### src/rtl/uart_sender_if.sv
// uart_sender_if
//   Byte-level request/status bundle between a character producer and the
//   UART transmitter.
//
//   Handshake: the master raises start for one cycle with data valid. The
//   slave accepts it only when busy is low. busy goes high on the following
//   cycle and stays high until the frame's stop bit ends. A start seen while
//   busy is high is dropped, and nothing is queued. A master that holds start
//   high gets a new frame on the first idle cycle.
//
//   Signals
//     start      master->slave  one-cycle transmit request
//     data[7:0]  master->slave  byte to send, sampled when start is accepted
//     busy       slave->master  frame in flight
//     tx         slave->master  serial line (idle high)
//     state_dbg  slave->master  transmitter FSM state, for observation only
interface uart_sender_if;
    logic       start;
    logic [7:0] data;
    logic       busy;
    logic       tx;
    logic [1:0] state_dbg;

    modport master (output start, data, input busy, tx, state_dbg);
    modport slave  (input start, data, output busy, tx, state_dbg);
endinterface

### src/rtl/uart_sender.sv
// uart_sender
//   8N1 UART transmitter that sends LSB first on an idle-high line. It
//   accepts one byte per start pulse while idle. The frame is 10 bit periods
//   long: one start bit, eight data bits and one stop bit. Every output is
//   registered, so no combinational path runs from start to busy or tx.
//
//   Ports
//     clock    system clock, rising edge
//     reset_n  synchronous active-low reset; it aborts a frame in flight
//     bus      uart_sender_if.slave (start, data, busy, tx, state_dbg)
//
//   Parameter
//     CLKS_PER_BIT  clock cycles per bit period, must be >= 2
module uart_sender #(
    parameter int CLKS_PER_BIT = 5208
) (
    input  logic           clock,
    input  logic           reset_n,
    uart_sender_if.slave   bus
);

    localparam int BAUD_W = $clog2(CLKS_PER_BIT);
    localparam logic [BAUD_W-1:0] BAUD_LAST = BAUD_W'(CLKS_PER_BIT - 1);

    typedef enum logic [1:0] {
        IDLE  = 2'd0,
        START = 2'd1,
        DATA  = 2'd2,
        STOP  = 2'd3
    } state_t;

    state_t            state_q, state_d;
    logic [BAUD_W-1:0] baud_q,  baud_d;
    logic [2:0]        bit_q,   bit_d;
    logic [7:0]        shift_q, shift_d;
    logic              tx_q,    tx_d;
    logic              busy_q,  busy_d;
    logic              baud_wrap;

    // The last cycle of the current bit period.
    assign baud_wrap = (baud_q == BAUD_LAST);

    // State and datapath registers.
    always_ff @(posedge clock) begin
        if (!reset_n) begin
            state_q <= IDLE;
            baud_q  <= '0;
            bit_q   <= '0;
            shift_q <= '0;
            tx_q    <= 1'b1;
            busy_q  <= 1'b0;
        end else begin
            state_q <= state_d;
            baud_q  <= baud_d;
            bit_q   <= bit_d;
            shift_q <= shift_d;
            tx_q    <= tx_d;
            busy_q  <= busy_d;
        end
    end

    // Next-state logic.
    always_comb begin
        state_d = state_q;
        case (state_q)
            IDLE:    if (bus.start)                   state_d = START;
            START:   if (baud_wrap)                   state_d = DATA;
            DATA:    if (baud_wrap && bit_q == 3'd7)  state_d = STOP;
            STOP:    if (baud_wrap)                   state_d = IDLE;
            default:                                  state_d = IDLE;
        endcase
    end

    // Next values of the registered outputs and the datapath. tx and busy are
    // computed one cycle ahead and registered, so each new line level appears
    // on the same edge as the state change that produces it.
    always_comb begin
        baud_d  = baud_wrap ? '0 : baud_q + BAUD_W'(1);
        bit_d   = bit_q;
        shift_d = shift_q;
        tx_d    = tx_q;
        busy_d  = busy_q;
        case (state_q)
            IDLE: begin
                baud_d = '0;
                bit_d  = '0;
                tx_d   = 1'b1;
                busy_d = 1'b0;
                if (bus.start) begin
                    shift_d = bus.data;
                    tx_d    = 1'b0;
                    busy_d  = 1'b1;
                end
            end
            START: begin
                if (baud_wrap) begin
                    tx_d  = shift_q[0];
                    bit_d = '0;
                end
            end
            DATA: begin
                // shift_q[0] is the bit on the line now, and shift_q[1] is
                // the next bit to send.
                if (baud_wrap) begin
                    if (bit_q == 3'd7) begin
                        tx_d = 1'b1;
                    end else begin
                        shift_d = shift_q >> 1;
                        tx_d    = shift_q[1];
                        bit_d   = bit_q + 3'd1;
                    end
                end
            end
            STOP: begin
                tx_d = 1'b1;
                if (baud_wrap) begin
                    busy_d = 1'b0;
                end
            end
            default: begin
                tx_d   = 1'b1;
                busy_d = 1'b0;
            end
        endcase
    end

    assign bus.tx        = tx_q;
    assign bus.busy      = busy_q;
    assign bus.state_dbg = state_q;

endmodule

### src/flat_wrapper.sv
// flat-port wrapper written by rule: the top's interface ports become plain ports
module uart_sender_flat 
#(
    parameter int CLKS_PER_BIT = 5208
)
  (clock, reset_n, bus_start, bus_data, bus_busy, bus_tx, bus_state_dbg);
  uart_sender_if bus_i ();
  input  logic clock;
  input  logic reset_n;
  input wire logic [$bits(bus_i.start)-1:0] bus_start;
  input wire logic [$bits(bus_i.data)-1:0] bus_data;
  output wire logic [$bits(bus_i.busy)-1:0] bus_busy;
  output wire logic [$bits(bus_i.tx)-1:0] bus_tx;
  output wire logic [$bits(bus_i.state_dbg)-1:0] bus_state_dbg;
  assign bus_i.start = bus_start;
  assign bus_i.data = bus_data;
  assign bus_busy = bus_i.busy;
  assign bus_tx = bus_i.tx;
  assign bus_state_dbg = bus_i.state_dbg;
  uart_sender #(.CLKS_PER_BIT(CLKS_PER_BIT)) u_core (.clock(clock), .reset_n(reset_n), .bus(bus_i));
endmodule
### config.mk
export PLATFORM = sky130hd
export DESIGN_NAME = uart_sender_flat
export DESIGN_NICKNAME = d
export VERILOG_FILES = /design/src/rtl/uart_sender_if.sv /design/src/rtl/uart_sender.sv /design/src/flat_wrapper.sv
export SDC_FILE = /design/constraint.sdc
export NUM_CORES = 1
export LEC_CHECK = 0
export ABC_AREA = 1
export CORE_MARGIN = 1
export CORE_UTILIZATION = 45
export DETAILED_ROUTE_END_ITERATION = 12
export GPL_TIMING_DRIVEN = 0
export PLACE_DENSITY = 0.66
export SYNTH_ARGS = -nofsm -noshare
export SYNTH_HDL_FRONTEND = slang
export SYNTH_SLANG_ARGS = --single-unit
### constraint.sdc
create_clock -name clock -period 1.95 [get_ports clock]
set_input_delay 0.195 -clock clock [delete_from_list [all_inputs] [get_ports clock]]
set_output_delay 0.195 -clock clock [all_outputs]
set_load 0.005 [all_outputs]
Word level (Yosys, flattened, before mapping)

Index checks and enable logic that the tools add are counted.

Register bits after elaboration: 28
Word-level logic and storage cells: 52
Input bits: 11
Output and inout port bits: 4

Add/sub/neg operators: 2
Bitwise gates (word level): 1
Muxes and demuxes: 21
Eq/ne operators: 11
Reduce and logical (&&, ||, !) cells: 11

Operator list:

| cell                                                             | number |
|---|---|
| 8-bit two-way mux                                                | 3 |
| 8-bit case mux with 2 select lines                               | 1 |
| 13-bit by 1-bit adder with 13-bit output (second input constant) | 1 |
| 13-bit == test (second input constant)                           | 1 |
| 4-bit AND reduction                                              | 3 |
| 3-bit two-way mux                                                | 3 |
| 3-bit case mux with 3 select lines                               | 1 |
| 2-bit two-way mux                                                | 4 |
| 2-bit by 1-bit != test with 1-bit output (second input constant) | 4 |
| 2-bit case mux with 4 select lines                               | 1 |
| 1-bit two-way mux                                                | 6 |
| 2-bit == test (second input constant)                            | 2 |
| 2-bit != test (second input constant)                            | 2 |
| 1-bit case mux with 4 select lines                               | 1 |
| 2-bit AND reduction                                              | 2 |
| 2-bit nonzero test                                               | 2 |
| 3-bit by 1-bit adder with 3-bit output (second input constant)   | 1 |
| 3-bit == test (second input constant)                            | 1 |
| 3-bit nonzero test                                               | 1 |
| 3-bit OR reduction                                               | 1 |
| 2-bit by 1-bit == test with 1-bit output (second input constant) | 1 |
| 2-bit logical NOT                                                | 1 |
| 1-bit case mux with 2 select lines                               | 1 |
| 1-bit logical AND                                                | 1 |
| 1-bit NOT                                                        | 1 |

Depth between registers and ports, before layout

Depth in word-level cells: 4
Depth in mapped cells: 10
Mapped depth without buffers: 9

Worst setup path after synthesis

OpenSTA, ideal clock, no wires.

Kind: flip-flop to flip-flop
Start: register u_core.state_q[0] (netlist: u_core.bus.state_dbg[0])
End: register u_core.shift_q[1]
Required time: 1.834 ns
Library setup time: 0.116 ns
Buffers on the path: 0
Arrival: 1.372 ns
Clock period less this slack: 1.488 ns
Path slack: 0.462 ns
Stages on the path, launching flop included: 9
Path through: dfxtp_1 > inv_1 > ha_1 > nand2_1 > nand2_1 > a21oi_1 > nand2_4 > o21ai_0 > nor2_1

Cells in the longest elaborated chain, start to end: 3
Elaborated cells between the ends (all ways): 8
Classes of those cells: 4 x eq/ne; 1 x mux; 3 x reduce/logical

Ends and longest elaborated chain:

| what                                                                                    | RTL line          | source |
|---|---|---|
| from (decl)                                                                             | uart_sender.sv:32 | `state_t state_q, state_d;` |
| from (signal assigned)                                                                  | uart_sender.sv:53 | `state_q <= state_d;` |
| 2-bit == test or 2-bit logical NOT (tied branches)                                      | uart_sender.sv:83 | `case (state_q)` |
| 2-bit by 1-bit != test with 1-bit output (no source line), or another cell as far along | --                |  |
| 4-bit AND reduction (no source line)                                                    | --                |  |
| to (signal assigned)                                                                    | uart_sender.sv:56 | `shift_q <= shift_d;` |
| to (decl)                                                                               | uart_sender.sv:35 | `logic [7:0] shift_q, shift_d;` |

Several ways; a longest one is shown, not always the timed one.
A chain may end at the register's enable or synchronous reset.

Final worst setup path

Same ends and word-level chain as after synthesis.

==> results.toml <==
[finish]
antenna_cells = 0
area_delta_synth_final_pct = 16.0
post_route_cells_drive_above_1_share = 0.0800
nets = 245
post-route-util = 0.550

[yosys]
synthAdderAreaFrac = 0.0691
netlist_area_um2 = 1450
synthSimpleGateAreaFrac = 0.335
synth_cell_types = 25
synth_seq_cells = 28
synth_nets = 226
synth_commonest_cells = "49 x nand2_1, 31 x nor2_1, 28 x dfxtp_1"
synthArstFlopShare = 0
ys_seq_area_frac = 0.387
synth_top_family_by_area = "simple AND/OR/NAND/NOR gates"
yosysWarnings = 0
synth_top_area_frac = 0.387
post_synth_inst_count = 207
synth_top_area_cell = "dfxtp_1"
synthFlopType = "dfxtp_1"
synthMuxAreaShare = 0
synth_compound_area_frac = 0.114
synth_edf_count = 0
yosysMostFrequentCell = "nand2_1"
synth_xor_area_frac = 0.0121
syn_area_per_cell_um2 = 7.00
synth_area_leaders = "dfxtp_1 39%, nand2_1 13%, nor2_1 8.0%, ha_1 6.9%, inv_1 6.2%"

[grt]
grt_max_degree = 16
track_usage = 0.175
grt_pass1_vias = 1184
antenna_found_initial = 0
grt-ovfl-total = 0
grt_pass1_wl_um = 4700

[worst_setup_path]
cp-start-kind = "flip-flop"
slowest_stage = "dfxtp_1"
path_cells = "inv_1 > ha_1 > nand2_1 > nand2_1 > a21oi_1 > nand2_4 > o21ai_0 > nor2_1"
worst_path_largest_cell_delay_ns = 0.42
end_kind = "flip-flop"
crit_fanout = 9
critPathKind = "flip-flop to flip-flop"
cp.arrival_ns = 1.94
required_ns = 2.20
rr_startpoint = "u_core.bus.state_dbg[0]"
cpMostUsedCell = "nand2_1"
startpoint = "u_core.bus.state_dbg[0]"

[place]
place_ws_ns = 0.270
gp_congestion = 0.829
numPortBuffers = 14
place_hpwl_um = 2080

[route]
drt-initial-drc-count = 71
ant_nets = 0
drt_wl_total_um = 2770
avgViaCountPerCell = 4.84
drcViolationCount = 0
vias = 1302
drt-wirelength-per-cell_um = 10.3
firstDrtPassIters = 4

[sta]
rsz0062_at_grt = "no"
tightest_slew_ns = 0.438
drv_slew = 0
tns_ns = 0
finalSetupViolCount = 0
whs_ns = 0.417
fin_skew_ns = 0.00269
finalHoldViolations = 0
clock.fmax_mhz = 589
post-route-period-util = 0.871
period_needed_ns = 1.70
finalWorstSetupSlack_ns = 0.252
relSlewSlack = 0.708

[clock_network]
cts_htree_levels = 1
tritoncts = "built"
cts_sinks = 28
cts_buffers = 3
cts.repair.resized = 0
clk_latency_ns = 0.33
hold_buffers = 0
post_cts_buffers = 0
clk_pin_slew_ns = 0.15
cts_buffer_depth = 2
cts-root-buf = "clkbuf_4"

[die]
io_pins = 15
die_w_um = 58.7
row_count = 20
initial_utilization = 0.475
die_area_um2 = 3450
core_area_um2 = 3050
die_h_um = 58.7

[flow_run]
maxCapViolCount = 0

[worst_hold_path]
min_from = "bus_data[7]"
timing.hold.worst.class = "primary input to flip-flop"

[power_and_ir_drop]
ir_worst_vdd_v = 0.000591
p_leak_nw = 0.729
p_total_w = 0.00212
p_per_area_nw_per_um2 = 1260

[status]
outcome = "completed"
## final timing paths
path	to	slack, ns	cells past startpoint
worst min-delay path	u_core.shift_q[7]	0.42	3
worst max register to register	u_core.shift_q[1]	0.25	8
worst max-delay path	u_core.shift_q[1]	0.25	8
worst min register to register	u_core.shift_q[7]	0.48	2
## area by class of cell
class	instances	area (um2)
Tap cell	44	55.1
Fill cell	311	1370
Inverter	27	106
Clock buffer	4	36.3
Timing Repair Buffer	14	140
Multi-Input combinational cell	149	768
Buffer	3	13.8
Sequential cell	28	561
## per-layer routing
metal / global-route usage / wire length, um / vias up / share of wire
met1: 0.207 / 1350 / 583 / 0.49
met4: 0.0816 / 51 / 0 / 0.018
met3: 0.0198 / 73 / 5 / 0.026
met2: 0.315 / 1300 / 18 / 0.47
met5: 0 / 0 / - / 0
li1: - / - / 696 / -
## critical path, delay by kind of cell (launching register included)
kind / cells / cell delay [ns]
AOI/OAI and AO/OA: 2 / 0.47
DFF: 1 / 0.42
and+or+nand+nor: 4 / 0.33
adders and majority gates: 1 / 0.28
buffers and inverters: 1 / 0.11
## power breakdown
group | switching [W] | internal, W
logic | 0.000642 | 0.000408
clock network | 0.000172 | 0.000114
registers | 0.0000810 | 0.000707
## sequential cells by signal (all words and copies together) (netlist names)
register / cells
u_core.baud_q: 13
u_core.bit_q: 3
u_core.bus.busy: 1
u_core.bus.state_dbg: 2
u_core.bus.tx: 1
u_core.shift_q: 8
## cell families (layout without fill, tap and decap cells)
group	after synthesis	count (layout)
buf+inv	30	48
fa+ha+maj	8	8
xor+xnor	2	2
compound gates	32	32
simple gates	107	107
flops	28	28
## per-stage QoR
| stage | std cells | instance area (um2) |
|---|---|---|
| after detailed placement | 265 | 1640 |
| final | 269 | 1680 |
| after global placement | 265 | 1640 |
| after floorplan | 207 | 1450 |
| after global routing | 269 | 1680 |
| after CTS | 269 | 1680 |
## layout by cell type, fill, tap and decap left out, types with 3 or more instances in the layout
cell type,n
clkdlybuf4s50_1,14
dfxtp_1,28
nand3_1,7
nor3_1,5
nand4_1,4
nor2_1,31
inv_1,24
a21oi_1,13
o21ai_0,14
clkbuf_4,3
nand2_1,49
ha_1,8
Note: power is estimated with default switching activity, not from simulation.
